## config.mk

```make
export PLATFORM = sky130hd
export DESIGN_NAME = reg_mask_encoder
export DESIGN_NICKNAME = d
export VERILOG_FILES = /design/src/rtl/reg_mask_encoder.sv
export SDC_FILE = /design/constraint.sdc
export NUM_CORES = 1
export LEC_CHECK = 0
export CORE_AREA = 2 2 80 82
export CTS_BUF_LIST = sky130_fd_sc_hd__clkbuf_16
export CTS_CLUSTER_DIAMETER = 50
export DETAILED_ROUTE_END_ITERATION = 7
export DIE_AREA = 0 0 82 84
export DONT_BUFFER_PORTS = 1
export PLACE_DENSITY = 0.62
export SYNTH_ARGS = -nofsm -noshare
export SYNTH_HDL_FRONTEND = slang
export SYNTH_SLANG_ARGS = --single-unit
```

## constraint.sdc

```tcl
create_clock -name clk -period 7.6 [get_ports clk]
set_input_delay 0.76 -clock clk [delete_from_list [all_inputs] [get_ports clk]]
set_output_delay 0.76 -clock clk [all_outputs]
set_load 0.01 [all_outputs]
```

## src/rtl/reg_mask_encoder.sv

```systemverilog
// reg_mask_encoder
// Turns a register bitmask (for example a pending-writeback or scoreboard
// mask) into a stream of register indices. Set bits come out lowest index
// first, one index per accepted beat. Both sides use valid/ready handshakes.
// Every output depends only on the state and mask registers, so neither
// in_* nor out_ready has a combinational path to an output.

module reg_mask_encoder #(
    parameter int WIDTH = 32,
    parameter int IDX_W = $clog2(WIDTH)
) (
    input  logic             clk,
    input  logic             rst_n,
    input  logic             in_valid,
    output logic             in_ready,
    input  logic [WIDTH-1:0] mask_in,
    output logic             out_valid,
    input  logic             out_ready,
    output logic [IDX_W-1:0] out_index,
    output logic             out_last,
    output logic [IDX_W:0]   out_count,
    output logic             done
);

    typedef enum logic {
        IDLE = 1'b0,
        BUSY = 1'b1
    } state_t;

    state_t           state;
    state_t           state_next;
    logic [WIDTH-1:0] mask_reg;
    logic [WIDTH-1:0] mask_next;
    logic             done_next;

    logic             accept;
    logic             beat;
    logic [IDX_W-1:0] low_idx;
    logic [IDX_W:0]   pop;
    logic             single;

    // A mask is accepted only in IDLE, so a new mask never overlaps one that is draining.
    assign accept = in_valid && in_ready;
    assign beat   = out_valid && out_ready;

    // Priority encoder over the remaining bits. Bit 0 has the highest priority.
    always_comb begin
        low_idx = '0;
        for (int i = WIDTH - 1; i >= 0; i--) begin
            if (mask_reg[i]) begin
                low_idx = IDX_W'(i);
            end
        end
    end

    // Population count of the remaining bits. This value is both out_count
    // and the test for the last beat.
    always_comb begin
        pop = '0;
        for (int i = 0; i < WIDTH; i++) begin
            pop = pop + (IDX_W + 1)'(mask_reg[i]);
        end
    end

    assign single = (pop == (IDX_W + 1)'(1));

    // Next-state logic. Each beat clears the lowest set bit. An empty mask
    // reports done straight away without entering BUSY.
    always_comb begin
        state_next = state;
        mask_next  = mask_reg;
        done_next  = 1'b0;
        case (state)
            IDLE: begin
                if (accept) begin
                    if (mask_in != '0) begin
                        mask_next  = mask_in;
                        state_next = BUSY;
                    end else begin
                        done_next = 1'b1;
                    end
                end
            end
            BUSY: begin
                if (beat) begin
                    mask_next = mask_reg & (mask_reg - WIDTH'(1));
                    if (single) begin
                        state_next = IDLE;
                        done_next  = 1'b1;
                    end
                end
            end
            default: begin
                state_next = IDLE;
                mask_next  = '0;
            end
        endcase
    end

    // State, mask and done registers. Reset discards any partly drained
    // mask and suppresses the done pulse.
    always_ff @(posedge clk or negedge rst_n) begin
        if (!rst_n) begin
            state    <= IDLE;
            mask_reg <= '0;
            done     <= 1'b0;
        end else begin
            state    <= state_next;
            mask_reg <= mask_next;
            done     <= done_next;
        end
    end

    // Output decode. The index fields are forced to zero whenever no beat is offered.
    always_comb begin
        in_ready  = (state == IDLE);
        out_valid = (state == BUSY);
        out_index = '0;
        out_last  = 1'b0;
        out_count = '0;
        if (state == BUSY) begin
            out_index = low_idx;
            out_last  = single;
            out_count = pop;
        end
    end

endmodule

```

======== After elaboration in Yosys (flattened, before gate mapping) ========
Index checks and enable logic that the tools add are counted.
storage, ports and cells
  output and inout port bits .............. 15
  bits of input ports ..................... 36
  word-level logic and storage cells ...... 94
  register bits ........................... 34
operators by class
  reduce and logical (&&, ||, !) cells .... 4
  muxes and demuxes ....................... 49
  bitwise gates (word level) .............. 2
  eq/ne operators ......................... 4
  add/sub/neg operators ................... 32
operators with widths
  cell                                                number
  two-way mux 5 bit                                   33
  adder 6 x 1 -> 6 bit                                26
  two-way mux 32 bit                                  3
  case mux 32 bit (2 select lines)                    1
  AND 32 bit                                          1
  nonzero test 32 bit                                 1
  subtractor 32 x 1 -> 32 bit, second input constant  1
  two-way mux 1 bit                                   9
  adder 5 x 1 -> 6 bit                                1
  == test 6 x 1 -> 1 bit, second input constant       1
  two-way mux 6 bit                                   1
  != test 2 x 1 -> 1 bit, second input constant       3
  adder 4 x 1 -> 5 bit                                1
  adder 3 x 1 -> 4 bit                                1
  case mux 1 bit (2 select lines)                     2
  adder 2 x 1 -> 3 bit                                1
  AND reduction 3 bit                                 1
  adder 1 x 1 -> 2 bit                                1
  logical AND 1 bit                                   2
  NOT 1 bit                                           1

======== Logic depth before layout (Yosys ltp) ========
Gate-level depths: netlist of the first run.
  depth after elaboration ................. 35
  mapped depth ............................ 18
  depth with buffers taken out ............ 18

======== Worst setup path before layout of the first run ========
OpenSTA, ideal clock, no wires.
  path kind ............................... reg2out
  from .................................... register mask_reg[17]
  to ...................................... output out_last
  path slack .............................. 1.846 ns
  data required time ...................... 6.840 ns
  buffers on the path ..................... 0
  data arrival time ....................... 4.994 ns
  cell stages (with the launch flop) ...... 17
  cell sequence ........................... dfrtp_1 fa_1 inv_1 fa_1 inv_1 fa_1 inv_1 fa_1 fa_1 fa_1 inv_1 ha_1 fa_1 a21o_1 a21oi_1 xnor2_1 nor4_1
on the way
  cells in the longest elaborated chain, start to end .. 17
RTL lines
  item                                 line  RTL
  start, declared                      32    logic [WIDTH-1:0] mask_reg;
  start signal, assigned               109   mask_reg <= mask_next;
  adder 6 x 1 -> 6 bit (15 in series)  61    pop = pop + (IDX_W + 1)'(mask_reg[i]);
  == test 6 x 1 -> 1 bit               65    assign single = (pop == (IDX_W + 1)'(1));
  two-way mux 1 bit                    121   if (state == BUSY) begin
  end, declared                        20    output logic out_last,
Every way passes these cells.

======== Worst setup path after layout of the first run ========
Ends and elaborated chain as after synthesis.

==> results of run 1 <==
-- through the flow --
stage / cells / area [um2] / setup slack (ns) / utilization [%] / hold slack, ns
final: 395 / 3100 / 1.27 / 50.9 / 0.171
after global routing: 395 / 3100 / 0.966 / 50.9 / 0.160
after CTS: 395 / 3100 / 1.22 / 50.9 / 0.172
after detailed placement: 387 / 2970 / 1.52 / 48.7 / 0.465
after global placement: 387 / 2970 / 1.66 / 48.7 / 0.465
after floorplan: 317 / 2910 / 1.85 / - / 0.464
-- worst min-delay path by stage --
stage | to | depth (start not counted) | start | slack [ns]
floorplan | done$_DFF_PN0_ | 0 | rst_n | 0.46
global placement | mask_reg[30]$_DFFE_PN0P_ | 0 | rst_n | 0.47
detailed placement | mask_reg[20]$_DFFE_PN0P_ | 0 | rst_n | 0.47
CTS | mask_reg[20]$_DFFE_PN0P_ | 0 | rst_n | 0.17
global route | mask_reg[25]$_DFFE_PN0P_ | 0 | rst_n | 0.16
finish | mask_reg[20]$_DFFE_PN0P_ | 0 | rst_n | 0.17
-- cells in the final DEF, fill, tap and decap left out, types with 8 or more instances in the layout --
| master | instances |
|---|---|
| dfrtp_1 | 34 |
| a21oi_1 | 17 |
| o21ai_0 | 25 |
| nor4_1 | 13 |
| ha_1 | 9 |
| a21o_1 | 8 |
| nor3_1 | 15 |
| inv_1 | 35 |
| nand2_1 | 30 |
| fa_1 | 24 |
| nand3_1 | 9 |
| a22o_1 | 15 |
| nor2_1 | 13 |
-- cell families (layout without fill, tap and decap cells) --
logic type | after synthesis | in the layout | synth area share (%)
AOI/OAI and AO/OA | 93 | 93 | 22.7
adders and majority gates | 33 | 33 | 20.4
xor gates and xnor gates | 3 | 3 | 0.903
buffers and inverters | 45 | 46 | 6.53
and+or+nand+nor | 109 | 109 | 20.3
DFF | 34 | 34 | 29.2
-- layer usage --
metal | wire (um) | vias to the layer above
li1 | - | 1152
met1 | 3430 | 1170
met2 | 3550 | 96
met3 | 620 | 8
met4 | 86 | 0
met5 | 0 | -
-- critical path: stages (launching register included) --
cell,delay [ns]
dfrtp_1,0.45
fa_1,0.56
inv_1,0.05
fa_1,0.50
inv_1,0.05
fa_1,0.47
inv_1,0.05
fa_1,0.46
fa_1,0.50
fa_1,0.50
inv_1,0.04
ha_1,0.20
fa_1,0.40
a21o_1,0.17
a21oi_1,0.18
xnor2_1,0.10
nor4_1,0.62
-- area by class of cell --
| type | instances | share of cell area (%) |
|---|---|---|
| Clock buffer | 5 | 4.03 |
| Clock inverter | 3 | 0.363 |
| Inverter | 36 | 4.35 |
| Multi-Input combinational cell | 238 | 60.3 |
| Sequential cell | 34 | 27.4 |
| Tap cell | 77 | 3.10 |
| Timing Repair Buffer | 2 | 0.484 |
==> impl_metrics.json, run 1 <==
{
  "path_max_fanout": 7,
  "area.sequential_um2": 851,
  "final.period_utilization_pct": 83.3,
  "coreArea_um2": 6100,
  "wire_per_inst_um": 19.4,
  "cts_tree": "done",
  "syn_area_um2": 2910,
  "antenna_found_initial": 0,
  "dominantRegCellSynth": "dfrtp_1",
  "rsz0062_at_grt": "false",
  "syn-instance-count": 317,
  "setup_violations": 0,
  "synth_commonest_cells": "inv_1 (35), dfrtp_1 (34), nand2_1 (30), o21ai_0 (25), fa_1 (24)",
  "portBuffers": 0,
  "cp.arrival_ns": 5.57,
  "drt_pass1_iterations": 5,
  "cts_hold_buf": 0,
  "crit_type": "flop to output pin",
  "drc": 0,
  "die_h_um": 84,
  "finalSetupTns_ns": 0,
  "initial_core_util_pct": 47.8,
  "use_met3_pct": 6.39,
  "synthArstFlopShare_pct": 100,
  "maxCapViolCount": 0,
  "yosysMostFrequentCell": "inv_1",
  "final_nets": 386,
  "routed_via_density": 6.14,
  "hp-class": "input port to asynchronous set/reset pin",
  "fmax_mhz": 158,
  "fillers": 581,
  "cts_buffers": 5,
  "period_minus_slack_ns": 6.33,
  "htreeDepth": 2,
  "clk_path_buf_depth": 2,
  "reg2reg_from": "mask_reg[17]$_DFFE_PN0P_",
  "first_global_vias": 2420,
  "ant_nets": 0,
  "drt_iter0_drc": 149,
  "finalMaxSlewViolations": 0,
  "pin_count": 51,
  "worstReg2RegEnd": "out_valid$_DFF_PN0_",
  "grtUsageMet1_pct": 35.9,
  "cts.clk_slew.worst_paths_ns": 0.06,
  "status": "completed",
  "drt_wl_total_um": 7680,
  "drive_gt1_share_pct": 6.92,
  "vias": 2426,
  "synth.avg_cell_area_um2": 9.18,
  "cp-end-kind": "output pin",
  "tightest_slew_ns": 0.807,
  "synth_top_cells_by_area": "dfrtp_1 (29%), fa_1 (17%), a22o_1 (4.5%)",
  "insertion_delay_ns": 0.28,
  "dp_hpwl_um": 6180,
  "yosysTopAreaCell": "dfrtp_1",
  "grtUsageMet2_pct": 35.4,
  "cts.sinks": 34,
  "grt_pass1_wl_um": 12600,
  "slew_headroom_pct": 45.7,
  "grt.total_usage_pct": 24.5,
  "r2r_slack_ns": 1.80,
  "synth_cell_types": 52,
  "final_hold_viol_count": 0,
  "root_buffer": "clkbuf_16",
  "multi_input_area_um2": 1870,
  "die_w_um": 82,
  "largest_register_ffs": 32,
  "busiest_layer": "met1",
  "area.growth.synth_to_final_pct": 6.62,
  "worstSetupStartpoint": "mask_reg[17]$_DFFE_PN0P_",
  "postCtsSetupBuffers": 0,
  "grt_start_max_net_pins": 35,
  "cts_resized": 0,
  "skew_ns": 0.00423,
  "synthesis.nets": 386,
  "die-area_um2": 6890,
  "gp_congestion": 0.862,
  "diodes": 0,
  "r2r_cells": 18,
  "rows": 29,
  "synth_edf_count": 0,
  "endpoint": "out_last",
  "crit_required_ns": 6.84,
  "gr-total-overflow": 0,
  "synth_top_cell_area_share_pct": 29.2,
  "cp-start-kind": "flop",
  "synth-seq-area-share_pct": 29.2,
  "synth_seq_cells": 34,
  "ys_warn_count": 0
}
Power of run 1 is left out: the tool's default activity adds up to more than one toggle a clock period on the data nets, which glitch-free logic cannot reach.
==> inputs of run 2 (changes only) <==
- PLACE_DENSITY: 0.62 -> 0.65
- clock period: 7.6 -> 5.3 ns (I/O delays scaled with it)
==> run 2 against run 1 <==
Net effect: worst hold slack got worse by 0.083 ns; final cell count up 6.1%; critical path type unchanged; highest routed layer unchanged; cell area rose by 8.3%; clock-buffer cell count is the same; clock skew up 0.00066 ns; critical endpoint unchanged; flip-flop and latch count unchanged; die area stayed put; largest cell class unchanged; the flow now finishes with violations (setup timing); register-to-register slack got worse by 1.7 ns; wire length up 8.7%.
==> impl_metrics.json, run 2 (synthesis results as in run 1) <==
{
  "status": "finished with violations",
  "maxCapViolCount": 0,
  "antenna_found_initial": 0,
  "cp-end-kind": "output pin",
  "slew_headroom_pct": 50.5,
  "drt_wl_total_um": 8350,
  "pin_count": 51,
  "use_met3_pct": 5.09,
  "place_area_um2": 3140,
  "diodes": 0,
  "first_global_vias": 2757,
  "ant_nets": 0,
  "final_common_cell": "dfrtp_1",
  "die-area_um2": 6890,
  "wire_per_inst_um": 19.9,
  "drt_iter0_drc": 199,
  "cp-start-kind": "flop",
  "crit_required_ns": 4.77,
  "timing.final.ws_setup_ns": -0.335,
  "crit_type": "flop to output pin",
  "drt_pass1_iterations": 5,
  "final_hold_viol_count": 0,
  "final.period_utilization_pct": 106,
  "drc": 0,
  "grtUsageMet1_pct": 37.5,
  "setup_violations": 3,
  "skew_ns": 0.00489,
  "period_minus_slack_ns": 5.63,
  "finalMaxSlewViolations": 0,
  "path_max_fanout": 2,
  "utilization_pct": 55.2,
  "tightest_slew_ns": 0.735,
  "dp_hpwl_um": 6540,
  "clk_path_buf_depth": 2,
  "routed_via_density": 6.26,
  "coreArea_um2": 6100,
  "grtUsageMet2_pct": 42.3,
  "largest_register_ffs": 32,
  "initial_core_util_pct": 47.8,
  "cts_tree": "done",
  "insertion_delay_ns": 0.28,
  "die_h_um": 84,
  "rows": 29,
  "stdcell_area_um2": 3360,
  "die_w_um": 82,
  "gr-total-overflow": 0,
  "reg2reg_from": "mask_reg[17]$_DFFE_PN0P_",
  "drive_gt1_share_pct": 18.4,
  "gp_congestion": 0.925,
  "grt.total_usage_pct": 26.9,
  "busiest_layer": "met2",
  "cts.clk_slew.worst_paths_ns": 0.05,
  "worstSetupStartpoint": "mask_reg[17]$_DFFE_PN0P_",
  "vias": 2625,
  "fillers": 566,
  "htreeDepth": 2,
  "cts_buffers": 5,
  "area.growth.synth_to_final_pct": 15.5,
  "failed_checks": "setup timing",
  "hp-class": "input port to asynchronous set/reset pin",
  "rsz0062_at_grt": "true",
  "mostFrequentLayoutCells": "dfrtp_1 (34), inv_1 (33), nand2_1 (30), o21ai_0 (25), buf_4 (25)",
  "final_nets": 410,
  "fmax_mhz": 177,
  "cp.arrival_ns": 5.10,
  "grt_start_max_net_pins": 35,
  "root_buffer": "clkbuf_16",
  "grt_pass1_wl_um": 14000,
  "cts.sinks": 34,
  "portBuffers": 0,
  "whs_ns": 0.0878
}
==> run 2: cell types whose count changed in the layout (fill, tap and decap cells not counted), sizes merged <==
| cell | delta |
|---|---|
| clkinv | -1 |
| inv | +1 |
| buf | +24 |
==> run 2: path summary, 6_finish.rpt <==
check	to	slack [ns]	depth (start not counted)
setup reg to reg	out_valid$_DFF_PN0_	0.13	19
max in group asynchronous	mask_reg[18]$_DFFE_PN0P_	5.03	1
setup / recovery	out_last	-0.33	17
hold / removal	mask_reg[27]$_DFFE_PN0P_	0.09	1
hold reg to reg	mask_reg[30]$_DFFE_PN0P_	0.59	1
min in group clk	mask_reg[5]$_DFFE_PN0P_	0.36	1
==> run 2: layout make-up <==
class | count | area [um2] | share of cell area [%]
Clock buffer | 5 | 125 | 3.72
Sequential cell | 34 | 851 | 25.3
Inverter | 36 | 135 | 4.02
Multi-Input combinational cell | 238 | 1930 | 57.5
Clock inverter | 3 | 12.5 | 0.372
Tap cell | 77 | 96.3 | 2.87
Timing Repair Buffer | 26 | 208 | 6.18
==> run 2: timing repair <==
item / CTS / global route
pin swaps: 7 / 0
gates cloned: 0 / 0
hold endpoints to repair: 34 / 0
resized for setup: 10 / 6
buffers inserted: 0 / 1
hold buffers: 1 / 0
setup endpoints to repair: 5 / 7
==> run 2: stage by stage <==
stage	std cells	setup slack [ns]	setup TNS (ns)
floorplan	317	0.0124	0
global placement	409	-0.107	-0.146
detailed placement	409	-0.118	-0.212
CTS	418	-0.342	-0.702
global route	419	-0.548	-1.72
finish	419	-0.335	-0.673
==> run 2: critical path, cell delays in order (launching register included) <==
cell     delay (ns)
dfrtp_1        0.40
fa_1           0.56
inv_2          0.04
fa_1           0.49
inv_1          0.05
fa_1           0.48
inv_1          0.05
fa_1           0.50
fa_1           0.44
fa_1           0.51
inv_2          0.04
ha_4           0.15
fa_2           0.34
a21o_1         0.18
a21oi_2        0.18
xnor2_2        0.11
nor4_2         0.14
buf_4          0.18
==> run 2: routing by layer <==
metal / up-vias / part of all wire, % / wire (um)
li1: 1202 / - / -
met5: - / 0 / 0
met3: 16 / 8.6 / 718
met1: 1281 / 41 / 3420
met2: 126 / 49 / 4070
met4: 0 / 1.7 / 143
Power of run 2 is left out for the same reason.
